## src/rtl/wb_stream_pkg.sv

```systemverilog
// ---------------------------------------------------------------------------
// wb_stream_pkg
// Shared definitions for the Wishbone-to-stream bridge: stream opcodes,
// controller state and request encodings, and the STATUS register layout.
// No ports; imported by wb_stream_bridge.
// ---------------------------------------------------------------------------
package wb_stream_pkg;

   localparam logic [31:0] OP_LOAD  = 32'h0000_0000;
   localparam logic [31:0] OP_STORE = 32'h0800_0000;

   typedef enum logic [2:0] {
      ST_IDLE,
      ST_PUSH,
      ST_WAIT,
      ST_DRAIN,
      ST_RESP
   } state_e;

   typedef enum logic [1:0] {
      REQ_INSTR_WR,
      REQ_DATA_WR,
      REQ_DATA_RD
   } req_e;

   localparam int STATUS_TIMEOUT_BIT = 31;
   localparam int STATUS_ICNT_LSB    = 8;
   localparam int STATUS_LCNT_LSB    = 0;

   // STATUS sits one word past the last DATA word; the INSTR word is at
   // offset 0 and DATA occupies offsets 4 .. 4*numWords.
   function automatic logic [31:0] statusOffset(input int numWords);
      return 32'(4 * (numWords + 1));
   endfunction

endpackage

```

## src/rtl/stream_fifo.sv

```systemverilog
// ---------------------------------------------------------------------------
// stream_fifo
// Small synchronous FIFO with a val/rdy read side.
//   clk_i, rst_ni   clock and asynchronous active-low reset
//   push_i, data_i  write request and data (ignored while full_o)
//   full_o          no free entry this cycle
//   val_o, msg_o    head entry valid / head entry
//   rdy_i           consumer ready; pops when val_o && rdy_i
//   count_o         number of occupied entries
// ---------------------------------------------------------------------------
module stream_fifo #(
   parameter int  WIDTH = 32,
   parameter int  DEPTH = 4,
   localparam int AW    = $clog2(DEPTH)
) (
   input  logic             clk_i,
   input  logic             rst_ni,
   input  logic             push_i,
   input  logic [WIDTH-1:0] data_i,
   output logic             full_o,
   output logic             val_o,
   output logic [WIDTH-1:0] msg_o,
   input  logic             rdy_i,
   output logic [AW:0]      count_o
);

   logic [WIDTH-1:0] mem_q [DEPTH];
   logic [AW-1:0]    wrPtr_q;
   logic [AW-1:0]    rdPtr_q;
   logic [AW:0]      count_q;
   logic             doPush;
   logic             doPop;

   // Fullness is judged on the registered count, so a pop in the same
   // cycle does not make room for a push until the following cycle.
   assign full_o  = (count_q == (AW+1)'(DEPTH));
   assign val_o   = (count_q != '0);
   assign msg_o   = mem_q[rdPtr_q];
   assign count_o = count_q;
   assign doPush  = push_i && !full_o;
   assign doPop   = val_o && rdy_i;

   // Pointers and occupancy; pointers wrap naturally because DEPTH is a
   // power of two.
   always_ff @(posedge clk_i or negedge rst_ni) begin
      if (!rst_ni) begin
         wrPtr_q <= '0;
         rdPtr_q <= '0;
         count_q <= '0;
      end else begin
         if (doPush) begin
            wrPtr_q <= wrPtr_q + AW'(1);
         end
         if (doPop) begin
            rdPtr_q <= rdPtr_q + AW'(1);
         end
         case ({doPush, doPop})
            2'b10:   count_q <= count_q + (AW+1)'(1);
            2'b01:   count_q <= count_q - (AW+1)'(1);
            default: count_q <= count_q;
         endcase
      end
   end

   // Storage carries no reset; an empty FIFO never presents its contents
   // as valid.
   always_ff @(posedge clk_i) begin
      if (doPush) begin
         mem_q[wrPtr_q] <= data_i;
      end
   end

endmodule

```

## src/rtl/wb_stream_bridge.sv

```systemverilog
// ---------------------------------------------------------------------------
// wb_stream_bridge
// Wishbone classic slave that turns bus accesses into instruction/load
// stream beats and collects store-return beats for reads.
//   wb_clk_i, wb_rst_ni          clock, asynchronous active-low reset
//   wbs_cyc/stb/we/sel/adr/dat_i Wishbone request
//   wbs_ack_o, wbs_err_o         one-cycle completion pulses
//   wbs_dat_o                    registered read data
//   instruction_recv_*           outbound instruction stream (32b)
//   load_recv_*                  outbound load stream {idx, data}
//   store_send_*                 inbound store-return stream
// Address window: BASE -> INSTR (write only), BASE+4.. -> DATA words,
// one word past the last DATA word -> STATUS; anything else errors.
// ---------------------------------------------------------------------------
module wb_stream_bridge
   import wb_stream_pkg::*;
#(
   parameter logic [31:0] BASE_ADDR  = 32'h3000_0000,
   parameter int          NUM_WORDS  = 1024,
   parameter int          FIFO_DEPTH = 4,
   parameter int          TIMEOUT    = 255,
   localparam int         IDX_W      = $clog2(NUM_WORDS)
) (
   input  logic              wb_clk_i,
   input  logic              wb_rst_ni,
   input  logic              wbs_cyc_i,
   input  logic              wbs_stb_i,
   input  logic              wbs_we_i,
   input  logic [3:0]        wbs_sel_i,
   input  logic [31:0]       wbs_adr_i,
   input  logic [31:0]       wbs_dat_i,
   output logic              wbs_ack_o,
   output logic              wbs_err_o,
   output logic [31:0]       wbs_dat_o,
   output logic [31:0]       instruction_recv_msg,
   output logic              instruction_recv_val,
   input  logic              instruction_recv_rdy,
   output logic [IDX_W+31:0] load_recv_msg,
   output logic              load_recv_val,
   input  logic              load_recv_rdy,
   input  logic [31:0]       store_send_msg,
   input  logic              store_send_val,
   output logic              store_send_rdy
);

   localparam int CNT_W = $clog2(TIMEOUT + 1);
   localparam int FCW   = $clog2(FIFO_DEPTH) + 1;

   state_e             state_q, state_d;
   req_e               kind_q, kind_d;
   logic [IDX_W-1:0]   idx_q, idx_d;
   logic [CNT_W-1:0]   cnt_q, cnt_d;
   logic               respErr_q, respErr_d;
   logic [31:0]        dat_q, dat_d;
   logic               timeout_q, timeout_d;

   logic [31:0]        offset;
   logic [29:0]        wordNum;
   logic               isInstr, isData, isStatus;
   logic [IDX_W-1:0]   dataIdx;
   logic [31:0]        statusWord;

   logic               instrPush, instrFull;
   logic [31:0]        instrPushData;
   logic [FCW-1:0]     instrCount;
   logic               loadPush, loadFull;
   logic [IDX_W+31:0]  loadPushData;
   logic [FCW-1:0]     loadCount;

   // Address decode relative to the window base; misaligned offsets match
   // nothing and fall through to the error response.
   assign offset   = wbs_adr_i - BASE_ADDR;
   assign wordNum  = offset[31:2];
   assign isInstr  = (offset == 32'h0);
   assign isData   = (offset[1:0] == 2'b00) && (wordNum >= 30'd1)
                     && (wordNum <= 30'(NUM_WORDS));
   assign isStatus = (offset == statusOffset(NUM_WORDS));
   assign dataIdx  = IDX_W'(wordNum - 30'd1);

   // STATUS layout: sticky timeout on top, FIFO occupancies in the low
   // two bytes.
   always_comb begin
      statusWord = '0;
      statusWord[STATUS_TIMEOUT_BIT]       = timeout_q;
      statusWord[STATUS_ICNT_LSB +: 8]     = 8'(instrCount);
      statusWord[STATUS_LCNT_LSB +: 8]     = 8'(loadCount);
   end

   stream_fifo #(.WIDTH(32), .DEPTH(FIFO_DEPTH)) u_instrFifo (
      .clk_i   (wb_clk_i),
      .rst_ni  (wb_rst_ni),
      .push_i  (instrPush),
      .data_i  (instrPushData),
      .full_o  (instrFull),
      .val_o   (instruction_recv_val),
      .msg_o   (instruction_recv_msg),
      .rdy_i   (instruction_recv_rdy),
      .count_o (instrCount)
   );

   stream_fifo #(.WIDTH(IDX_W+32), .DEPTH(FIFO_DEPTH)) u_loadFifo (
      .clk_i   (wb_clk_i),
      .rst_ni  (wb_rst_ni),
      .push_i  (loadPush),
      .data_i  (loadPushData),
      .full_o  (loadFull),
      .val_o   (load_recv_val),
      .msg_o   (load_recv_msg),
      .rdy_i   (load_recv_rdy),
      .count_o (loadCount)
   );

   // Controller next state. IDLE decodes and latches the request, PUSH
   // waits for FIFO room and pushes (pairs go into both FIFOs in the same
   // cycle so the two streams stay aligned), WAIT collects the store
   // return for a DATA read, DRAIN soaks up a return whose master has
   // gone away, and RESP presents the completion for exactly one cycle.
   // The WAIT counter runs 0..TIMEOUT, so store_send_rdy is high for
   // TIMEOUT+1 cycles before the error completion is issued.
   always_comb begin
      state_d       = state_q;
      kind_d        = kind_q;
      idx_d         = idx_q;
      cnt_d         = cnt_q;
      respErr_d     = respErr_q;
      dat_d         = dat_q;
      timeout_d     = timeout_q;
      instrPush     = 1'b0;
      instrPushData = wbs_dat_i;
      loadPush      = 1'b0;
      loadPushData  = {idx_q, 32'h0};
      store_send_rdy = 1'b0;

      case (state_q)
         ST_IDLE: begin
            if (wbs_cyc_i && wbs_stb_i) begin
               respErr_d = 1'b0;
               if (wbs_we_i && (wbs_sel_i != 4'hF)) begin
                  respErr_d = 1'b1;
                  state_d   = ST_RESP;
               end else if (isInstr && wbs_we_i) begin
                  kind_d  = REQ_INSTR_WR;
                  state_d = ST_PUSH;
               end else if (isData) begin
                  kind_d  = wbs_we_i ? REQ_DATA_WR : REQ_DATA_RD;
                  idx_d   = dataIdx;
                  state_d = ST_PUSH;
               end else if (isStatus) begin
                  if (wbs_we_i) begin
                     if (wbs_dat_i[STATUS_TIMEOUT_BIT]) begin
                        timeout_d = 1'b0;
                     end
                  end else begin
                     dat_d = statusWord;
                  end
                  state_d = ST_RESP;
               end else begin
                  respErr_d = 1'b1;
                  state_d   = ST_RESP;
               end
            end
         end

         ST_PUSH: begin
            if (!wbs_cyc_i) begin
               state_d = ST_IDLE;
            end else if (kind_q == REQ_INSTR_WR) begin
               if (!instrFull) begin
                  instrPush     = 1'b1;
                  instrPushData = wbs_dat_i;
                  state_d       = ST_RESP;
               end
            end else if (!instrFull && !loadFull) begin
               instrPush = 1'b1;
               loadPush  = 1'b1;
               if (kind_q == REQ_DATA_WR) begin
                  instrPushData = OP_LOAD;
                  loadPushData  = {idx_q, wbs_dat_i};
                  state_d       = ST_RESP;
               end else begin
                  instrPushData = OP_STORE;
                  loadPushData  = {idx_q, 32'h0};
                  cnt_d         = '0;
                  state_d       = ST_WAIT;
               end
            end
         end

         ST_WAIT: begin
            store_send_rdy = 1'b1;
            if (store_send_val) begin
               if (wbs_cyc_i) begin
                  dat_d     = store_send_msg;
                  respErr_d = 1'b0;
                  state_d   = ST_RESP;
               end else begin
                  state_d = ST_IDLE;
               end
            end else if (!wbs_cyc_i) begin
               cnt_d   = '0;
               state_d = ST_DRAIN;
            end else if (cnt_q == CNT_W'(TIMEOUT)) begin
               dat_d     = 32'h0;
               timeout_d = 1'b1;
               respErr_d = 1'b1;
               state_d   = ST_RESP;
            end else begin
               cnt_d = cnt_q + CNT_W'(1);
            end
         end

         ST_DRAIN: begin
            store_send_rdy = 1'b1;
            if (store_send_val || (cnt_q == CNT_W'(TIMEOUT))) begin
               state_d = ST_IDLE;
            end else begin
               cnt_d = cnt_q + CNT_W'(1);
            end
         end

         ST_RESP: begin
            state_d = ST_IDLE;
         end

         default: begin
            state_d = ST_IDLE;
         end
      endcase
   end

   // Controller registers; reset abandons any transaction in flight.
   always_ff @(posedge wb_clk_i or negedge wb_rst_ni) begin
      if (!wb_rst_ni) begin
         state_q   <= ST_IDLE;
         kind_q    <= REQ_INSTR_WR;
         idx_q     <= '0;
         cnt_q     <= '0;
         respErr_q <= 1'b0;
         dat_q     <= 32'h0;
         timeout_q <= 1'b0;
      end else begin
         state_q   <= state_d;
         kind_q    <= kind_d;
         idx_q     <= idx_d;
         cnt_q     <= cnt_d;
         respErr_q <= respErr_d;
         dat_q     <= dat_d;
         timeout_q <= timeout_d;
      end
   end

   // Completions come straight from registered state, one cycle in RESP.
   assign wbs_ack_o = (state_q == ST_RESP) && !respErr_q;
   assign wbs_err_o = (state_q == ST_RESP) && respErr_q;
   assign wbs_dat_o = dat_q;

endmodule
```

## config.mk

```make
export PLATFORM = sky130hd
export DESIGN_NAME = wb_stream_bridge
export DESIGN_NICKNAME = d
export VERILOG_FILES = /design/src/rtl/wb_stream_pkg.sv /design/src/rtl/stream_fifo.sv /design/src/rtl/wb_stream_bridge.sv
export SDC_FILE = /design/constraint.sdc
export NUM_CORES = 1
export LEC_CHECK = 0
export ABC_AREA = 0
export CORE_MARGIN = 3
export CORE_UTILIZATION = 36
export DETAILED_ROUTE_END_ITERATION = 10
export DONT_BUFFER_PORTS = 1
export PLACE_DENSITY = 0.54
export SLEW_MARGIN = 40
export SYNTH_ARGS = -nofsm -noshare
export SYNTH_HDL_FRONTEND = slang
export SYNTH_SLANG_ARGS = --single-unit
```

## constraint.sdc

```tcl
create_clock -name wb_clk_i -period 7.55 [get_ports wb_clk_i]
set_input_delay 0.3775 -clock wb_clk_i [delete_from_list [all_inputs] [get_ports wb_clk_i]]
set_output_delay 0.3775 -clock wb_clk_i [all_outputs]
set_load 0.01 [all_outputs]
```

# Word level (Yosys, flattened, before mapping)
# Memories as Yosys holds them, arrays and structs flattened.
# Cells that the tools add are included.
# W data, S select, Z words.
dict set report classes {
  add_sub_neg 11
  magnitude_cmp 2
  eq_ne 36
  mux 82
  bitwise 2
  n_reduce_logical 35
}
# cell count
set op_table {}
lappend op_table {{$mux W32} 19}
lappend op_table {{$mux W8} 8}
lappend op_table {{$pmux W32 S2} 1}
lappend op_table {{$mux W3} 14}
lappend op_table {{$ne A2 B2 Y1 const B} 17}
lappend op_table {{$eq A32 B13 Y1 const B} 1}
lappend op_table {{$logic_not A32 Y1} 1}
lappend op_table {{$sub A32 B30 Y32 const B} 1}
lappend op_table {{$ge A30 B1 Y1 const B} 1}
lappend op_table {{$le A30 B11 Y1 const B} 1}
lappend op_table {{$mux W1} 30}
lappend op_table {{$mux W28} 1}
lappend op_table {{$pmux W8 S3} 1}
lappend op_table {{$ne A4 B4 Y1 const B} 4}
lappend op_table {{$logic_and A1 B1 Y1} 12}
lappend op_table {{$pmux W3 S2} 2}
lappend op_table {{$pmux W3 S4} 1}
lappend op_table {{$reduce_and A11 Y1} 1}
lappend op_table {{$reduce_and A5 Y1} 2}
lappend op_table {{$sub A10 B1 Y10 const B} 1}
lappend op_table {{$eq A3 B3 Y1 const B} 3}
lappend op_table {{$reduce_and A9 Y1} 1}
lappend op_table {{$reduce_bool A3 Y1} 3}
lappend op_table {{$add A2 B1 Y2 const B} 4}
lappend op_table {{other kinds (20)} 38}
dict set report totals {
  regBits 71
  ramBits 296
  elab_cells 183
  n_memories 2
}
# name depth width read_ports rd_ports_with_merged_regs wr line
set memory_table {}
lappend memory_table {u_loadFifo.mem_q 4 42 1 0 1 stream_fifo.sv:27} ;# logic [WIDTH-1:0] mem_q [DEPTH];
lappend memory_table {u_instrFifo.mem_q 4 32 1 0 1 stream_fifo.sv:27}

# Depth between registers and ports, before layout
# Gate-level depths: netlist of run 1.
dict set report depth {
  ltp_word 10
  ltp_mapped 12
  ltp_nobuf 10
}

# Modules after synthesis
# A second synthesis of run 1 with hierarchy kept.
dict set report hier_totals {
  hier_cells 844
  area_unflattened_um2 15082.0
}
# mod n_inst cells_per_inst area_each_um2 seq_area_each_um2
set by_module_without_submodules {}
lappend by_module_without_submodules {{stream_fifo at u_loadFifo} 1 257 6545.0 5220.0}
lappend by_module_without_submodules {{stream_fifo at u_instrFifo} 1 205 5092.4 4018.9}
lappend by_module_without_submodules {wb_stream_bridge 1 382 3444.6 1426.4}

# Worst setup path after synthesis of run 1
# No wires, ideal clock.
dict set report synth_path {
  path_type {register to register}
  from {reg state_q[1]}
  to {mem u_loadFifo.mem_q[0][0] (netlist bit), enable pin}
  arrival_ns 2.527
  required_time_ns 7.147
  path_slack_ns 4.620
  stages_incl_launch_ff 7
  path_buffers 2
  synth_period_minus_slack_ns 2.930
  cell_sequence {dfrtp_1 -> clkbuf_1 -> and4bb_2 -> nand3_1 -> nor2_1 -> clkbuf_1 -> and2_1}
}
dict set report synth_via {
  elab_chain_len 5
}
# item line
set synth_lines {}
lappend synth_lines {{start, declared} wb_stream_bridge.sv:49} ;# state_e state_q, state_d;
lappend synth_lines {{start signal, assigned} wb_stream_bridge.sv:242} ;# state_q <= state_d;
lappend synth_lines {{$eq A3 B1 Y1} wb_stream_bridge.sv:134} ;# case (state_q)
lappend synth_lines {{$mux W1} wb_stream_bridge.sv:134}
lappend synth_lines {{$logic_and A1 B1 Y1} stream_fifo.sv:40} ;# assign doPush = push_i && !full_o;
lappend synth_lines {{$mux W1} stream_fifo.sv:68} ;# if (doPush) begin
lappend synth_lines {{$mux W1 (implied by the code)} stream_fifo.sv:69} ;# mem_q[wrPtr_q] <= data_i;
lappend synth_lines {{end, declared} stream_fifo.sv:27}
# Every way passes these cells.

# Worst setup path in the final report of run 1
dict set report layout_path {
  from {reg state_q[1]}
  to {mem u_loadFifo.mem_q[2][11] (netlist bit), enable pin}
}
# Same word-level chain as after synthesis.

==> flow_summary_export.csv, run 1 <==
group,metric,value,unit
sta,finalHoldViolations,0,
cts,clock-sinks,367,
routing,drt_iter0_drc,417,
critical_path,cp_top_family,"simple AND/OR/NAND/NOR gates",
routing,routed_wl,32.7,mm
run_status,run_status,"finished, final reports clean",
sta,slew_violations,0,
cts,tritoncts,"yes",
place,io_buffers,0,
flow_run,maxCapViolations,0,
routing,num_vias,7435,
routing,route.detailed.wl_per_inst,22.9,um
synthesis,synthFlopType,"edfxtp_1",
pwr,power.net_switching,1.23,mW
critical_path,worst-path-buf-inv,2,
cts,post_cts_resized,0,
floorplanning,io_pins,219,
synthesis,yosysUniqueCellTypes,62,
critical_path,path_class,"flop to flop",
routing,via_per_inst,5.20,
synthesis,synth.yosys.seq_area_share,71.8,%
critical_path,critPathMaxFanout,40,
sta,finalCritPeriodShare,39.4,%
critical_path,arrival,3160,ps
critical_path,r2r_setup_slack,4570,ps
cts,root_buffer,"clkbuf_16",
synthesis,avgSynthCellArea,18.1,sq um
sta,worst_pin_slew,659,ps
critical_path,crit_path_end_kind,"flop",
hold_path,hold_class,"input port to flop",
critical_path,required,7730,ps
critical_path,path_cells,"and4bb_2, nand3_1, nor2_4, buf_4, and2_2, buf_4",
hold_path,worst_hold_path.endpoint,"state_q[2]$_DFFE_PN0P_",
sta,clock_skew,26.6,ps
pwr,p_int,3.75,mW
sta,rsz0062_at_grt,"false",
pwr,clock_power_share,39.2,%
place,dp_hpwl,21.0,mm
global_route,grt_pass1_wl,49.6,mm
sta,period_minus_slack,2980,ps
sta,relSlewSlack,56.0,%
hold_path,hold_start,"wbs_cyc_i",
sta,setup-tns-final,0,ps
pwr,ir_drop,0.163,mV
routing,ant_nets,0,
global_route,globalRouteTotalUtil,14.9,%
floorplanning,initial_core_util,36.9,%
floorplanning,die_area,0.0437,sq mm
cells_and_area,nets,988,
routing,dr.pass1.iters,5,
critical_path,rr_worst_depth,6,
place,gp_congestion,0.781,
pwr,pwr-share-comb,14.1,%
floorplanning,die_h,209,um
critical_path,start_kind,"flop",
synthesis,ys_ff_latch,367,
hold_path,hold_path_depth,2,
critical_path,critPathMaxStageDelay,500,ps
pwr,switching_share,24.8,%
global_route,grt_max_degree,72,
synthesis,synth_edf_count,296,
sta,whs,64.3,ps
cts,clk_pin_slew,60,ps
routing,drc,0,
synthesis,synth-async-reset-ratio,19.3,%
global_route,antenna_found_initial,8,
cts,clockBufferDepth,3,
cells_and_area,syn_to_final_growth,15.5,%
floorplanning,rows,73,
pwr,seq_power_share,46.6,%
global_route,grt-ovfl-total,0,
cells_and_area,drive_gt1_share,20.2,%
global_route,grt_pass1_vias,7775,
synthesis,synth_nets,945,
critical_path,crit_slowest_cell,"dfrtp_1",
synthesis,synthCells,821,
synthesis,synthesis.area,0.0149,sq mm
cts,h-tree-depth,2,
pwr,power-per-cell-area,291,mW/mm^2
cts,clock_latency,550,ps
synthesis,yosysWarnings,0,
sta,setup_violations,0,
floorplanning,fp.dieW,209,um
critical_path,worstReg2RegEnd,"u_loadFifo.mem_q[2][11]$_DFFE_PP_",
critical_path,cpMostUsedCell,"buf_4",
cts,cts_made_buffers,41,
pwr,cellLeakagePower,5.62,nW
sta,max_freq,336,MHz
critical_path,rr_startpoint,"state_q[1]$_DFFE_PN0P_",
floorplanning,core,0.0403,sq mm
==> layout by cell type (no fill, tap or decap), drive strengths merged, types with 5 or more instances in the layout <==
cell and n:
a22o 26, and2 42, buf 13, clkbuf 57
clkinv 9, dfrtp 71, diode 12, dlygate4sd3 27
edfxtp 296, ha 14, inv 22, mux2 16
mux2i 6, mux4 74, nand2 25, nand3 10
nand4 7, nor2 23, nor2b 33, nor3 6
nor4 9, o21ai 15, or3b 5, or4 5
xnor2 8, xor2 14
==> worst max-delay path by stage <==
stage,cells past startpoint,endpoint,startpoint
6_report,6,u_loadFifo.mem_q[2][11]$_DFFE_PP_,state_q[1]$_DFFE_PN0P_
4_1_cts,6,u_loadFifo.mem_q[2][6]$_DFFE_PP_,state_q[1]$_DFFE_PN0P_
3_3_place_gp,5,u_loadFifo.mem_q[3][14]$_DFFE_PP_,state_q[1]$_DFFE_PN0P_
5_1_grt,6,u_loadFifo.mem_q[2][6]$_DFFE_PP_,state_q[1]$_DFFE_PN0P_
2_1_floorplan,6,u_loadFifo.mem_q[0][0]$_DFFE_PP_,state_q[1]$_DFFE_PN0P_
3_5_place_dp,6,u_loadFifo.mem_q[2][11]$_DFFE_PP_,state_q[1]$_DFFE_PN0P_
==> flip-flops by register name, summed over array words and instances, names as in the netlist, 3 cells and up <==
| signal | flops |
|---|---|
| wbs_dat_o | 32 |
| idx_q | 10 |
| u_instrFifo.count_o | 3 |
| u_loadFifo.mem_q | 168 |
| u_loadFifo.count_o | 3 |
| u_instrFifo.mem_q | 128 |
| state_q | 3 |
| cnt_q | 8 |
==> layout make-up <==
cell class | count | area [sq um]
multi-input combinational | 393 | 3990
inverter | 21 | 78.8
timing repair buffer | 40 | 400
fill | 3542 | 23100
antenna | 12 | 30.0
sequential | 367 | 10700
clock inverter | 15 | 194
tap | 525 | 657
clock buffer | 57 | 1140
==> power groups by stage <==
| stage | clock network, mW | registers, mW | logic, mW |
|---|---|---|---|
| floorplan | 0 | 2.30 | 0.602 |
| global placement | 0 | 2.41 | 0.657 |
| detailed placement | 0 | 2.37 | 0.712 |
| CTS | 2.02 | 2.33 | 0.734 |
| global route | 2.10 | 2.34 | 0.772 |
| finish | 1.95 | 2.33 | 0.704 |
==> synthesized netlist by cell type, types with 5 or more instances <==
cell type	instances	area, sq um
clkbuf_1	31	116
nand3_1	10	50.1
nand4_1	7	43.8
mux2i_1	6	60.1
and2_1	42	263
xnor2_1	8	70.1
a22o_1	25	219
xor2_1	14	123
nand2_1	25	93.8
buf_1	6	22.5
or3b_2	5	43.8
nor4_1	9	56.3
nor3_1	6	30.0
ha_1	14	175
nor2_1	23	86.3
edfxtp_1	296	8890
dfrtp_1	71	1780
inv_1	21	78.8
mux2_1	12	135
nor2b_1	33	206
mux4_2	74	1670
o21ai_0	15	75.1
==> metal layers <==
layer	global-route usage [%]	routed length [um]	up-vias
li1	-	-	3326
met1	18.6	13200	3821
met2	24.3	15900	229
met3	6.10	2840	53
met4	3.90	678	6
met5	0	39	-
==> through the flow <==
stage,setup WS (ps),utilization [%],power [mW],std cells,area (sq um)
after floorplan,4620,-,2.90,821,14900
after global placement,4410,38.4,3.07,1317,15500
after detailed placement,4520,38.5,3.08,1318,15500
after CTS,4500,42.5,5.08,1418,17100
after global routing,4330,42.5,5.22,1420,17100
final,4570,42.6,4.98,1430,17200
==> repair_timing <==
item                                   4_1_cts  5_1_grt
hold buffers                                28        0
endpoints found under the hold margin       97        0
setup buffers                                0        0
==> logic make-up after synthesis <==
kind of cell	count (synthesis)	share of synthesized area, %
flip-flops	367	71.8
multiplexers	96	12.9
XOR/XNOR	22	1.30
AND/OR/NAND/NOR	191	7.51
adder cells (fa/ha/maj)	16	1.45
buffers and inverters	61	1.60
AO/OA/AOI/OAI	68	3.47
==> worst reg2reg max path: stages, from the launching register on <==
cell and delay, ps:
dfrtp_1 500, and4bb_2 410, nand3_1 170, nor2_4 130, buf_4 460, and2_2 450
buf_4 500
(Power assumes the default switching activity.)
==> inputs of run 2 (changes only) <==
- PLACE_DENSITY: 0.54 -> 0.56
- clock period: 7.55 -> 2.55 ns (I/O delays scaled with it)
==> run 2 against run 1 <==
Against the previous run:
- cell count rose by 5.0%
- critical path type unchanged
- fmax rose by 26%
- highest routed layer is now met4
- setup slack got worse by 4400 ps
- via count rose by 3.8%
- core utilization rose by 2.0 points
- routed wire length rose by 4.4%
- first-iteration DRC count rose by 1.7%
- final area rose by 4.7%
- sequential cell count did not move
- critical path depth rose by 2
==> flow_summary_export.csv, run 2 (synthesis gave the netlist of run 1 again) <==
group,metric,value,unit
cells_and_area,final_common_cell,"edfxtp_1",
cells_and_area,regMostFlops,"u_loadFifo.mem_q",
cts,clockBufferDepth,3,
cts,clk_pin_slew,60,ps
sta,rsz0062_at_grt,"false",
cts,clock_latency,540,ps
floorplanning,rows,73,
sta,setup_violations,0,
pwr,power-per-cell-area,811,mW/mm^2
floorplanning,initial_core_util,36.9,%
cells_and_area,final_cell_mix,"edfxtp_1, dlygate4sd3_1, mux4_2, dfrtp_1, clkbuf_16",
cts,root_buffer,"clkbuf_16",
cells_and_area,drive_gt1_share,20.6,%
pwr,cellLeakagePower,5.99,nW
run_status,run_status,"finished, final reports clean",
place,dp_hpwl,21.8,mm
routing,routed_wl,34.1,mm
routing,ant_nets,0,
pwr,total_power,14.6,mW
global_route,grt_max_degree,72,
critical_path,arrival,2790,ps
sta,relSlewSlack,61.2,%
floorplanning,die_h,209,um
routing,dr.pass1.iters,6,
cells_and_area,nets,1069,
critical_path,critPathMaxFanout,7,
sta,period_minus_slack,2370,ps
global_route,grt-ovfl-total,0,
critical_path,start_kind,"flop",
global_route,grt_pass1_vias,8064,
sta,clock_skew,16.8,ps
cts,cts_made_buffers,40,
hold_path,hold_class,"input port to flop",
routing,via_per_inst,5.14,
sta,finalCritPeriodShare,93.0,%
sta,worst_pin_slew,577,ps
pwr,ir_drop,0.507,mV
routing,drt_iter0_drc,424,
routing,drc,0,
hold_path,hold_start,"wbs_stb_i",
global_route,globalRouteTotalUtil,15.5,%
critical_path,required,2970,ps
critical_path,rr_startpoint,"cnt_q[0]$_DFFE_PN0P_",
floorplanning,core,0.0403,sq mm
sta,finalHoldViolations,0,
cells_and_area,syn_to_final_growth,20.9,%
floorplanning,die_area,0.0437,sq mm
place,gp_congestion,0.746,
global_route,grt_pass1_wl,51.6,mm
floorplanning,io_pins,219,
sta,setup-tns-final,0,ps
cts,clock-sinks,367,
critical_path,crit_path_end_kind,"flop",
routing,route.detailed.wl_per_inst,22.7,um
cts,h-tree-depth,2,
sta,max_freq,422,MHz
floorplanning,fp.dieW,209,um
cts,tritoncts,"yes",
global_route,antenna_found_initial,1,
flow_run,maxCapViolations,0,
place,io_buffers,0,
cts,post_cts_resized,0,
routing,num_vias,7718,
critical_path,crit_start,"cnt_q[0]$_DFFE_PN0P_",
critical_path,path_class,"flop to flop",
cells_and_area,largest_reg_flops,168,
sta,slew_violations,0,
[run 2: changes by cell type in the layout (fill, tap and decap cells not counted), sizes merged]
| cell | before | now |
|---|---|---|
| clkbuf | 57 | 53 |
| buf | 13 | 37 |
| diode | 12 | 2 |
| dlygate4sd3 | 27 | 85 |
| bufinv | 4 | 2 |
| clkinv | 9 | 14 |
[run 2: where the power goes]
group / switching, mW / leakage (nW) / internal [mW]
Combinational: 1.11 / 2.03 / 1.12
Clock: 2.25 / 0.597 / 3.15
Sequential: 0.359 / 3.36 / 6.59
Total: 3.71 / 5.99 / 10.9
[run 2: layout make-up]
| cell class | count | area (sq um) |
|---|---|---|
| Multi-Input combinational cell | 393 | 3980 |
| Fill cell | 3508 | 22300 |
| Clock inverter | 18 | 150 |
| Tap cell | 525 | 657 |
| Timing Repair Buffer | 122 | 1350 |
| Antenna cell | 2 | 5.00 |
| Sequential cell | 367 | 10700 |
| Clock buffer | 53 | 1070 |
| Inverter | 21 | 78.8 |
[run 2: metrics by stage]
stage	area [sq um]	cells	worst slack [ps]	util, %	hold WS (ps)
floorplan	14900	821	59.5	-	-168
global placement	15800	1338	252	39.3	-166
detailed placement	15800	1338	209	39.3	-167
CTS	17900	1495	119	44.5	16.1
global route	18000	1500	10.1	44.6	37.5
finish	18000	1501	178	44.6	47.1
[run 2: final timing paths]
kind,depth (start not counted),end,slack (ps)
max in group asynchronous,2,u_loadFifo.rdPtr_q[0]$_DFFE_PN0P_,2110
worst min-delay path,4,timeout_q$_DFFE_PN0P_,50
worst min register to register,1,u_instrFifo.rdPtr_q[0]$_DFFE_PN0P_,510
min in group asynchronous,2,wbs_dat_o[0]$_DFFE_PN0P_,130
worst max register to register,8,state_q[2]$_DFFE_PN0P_,180
worst max-delay path,8,state_q[2]$_DFFE_PN0P_,180
[run 2: per-layer routing]
layer	wire, um	track usage, %	part of all wire (%)
met1	14300	19.8	42
met2	17200	26.5	50
met3	2120	4.70	6.2
met4	523	3.26	1.5
met5	0	0	0
[run 2: worst max-delay path, cell delays in order (launching register included)]
cell,delay [ps]
dfrtp_1,410
ha_1,250
and4_1,200
a2111oi_1,390
buf_4,220
a21oi_1,70
nand4_1,90
a31oi_1,40
dlygate4sd3_1,580
[run 2: timing repair]
item	4_1_cts	5_1_grt
buffers inserted	0	4
hold buffers	86	0
hold endpoints to repair	383	0
endpoints found under the setup margin	0	1
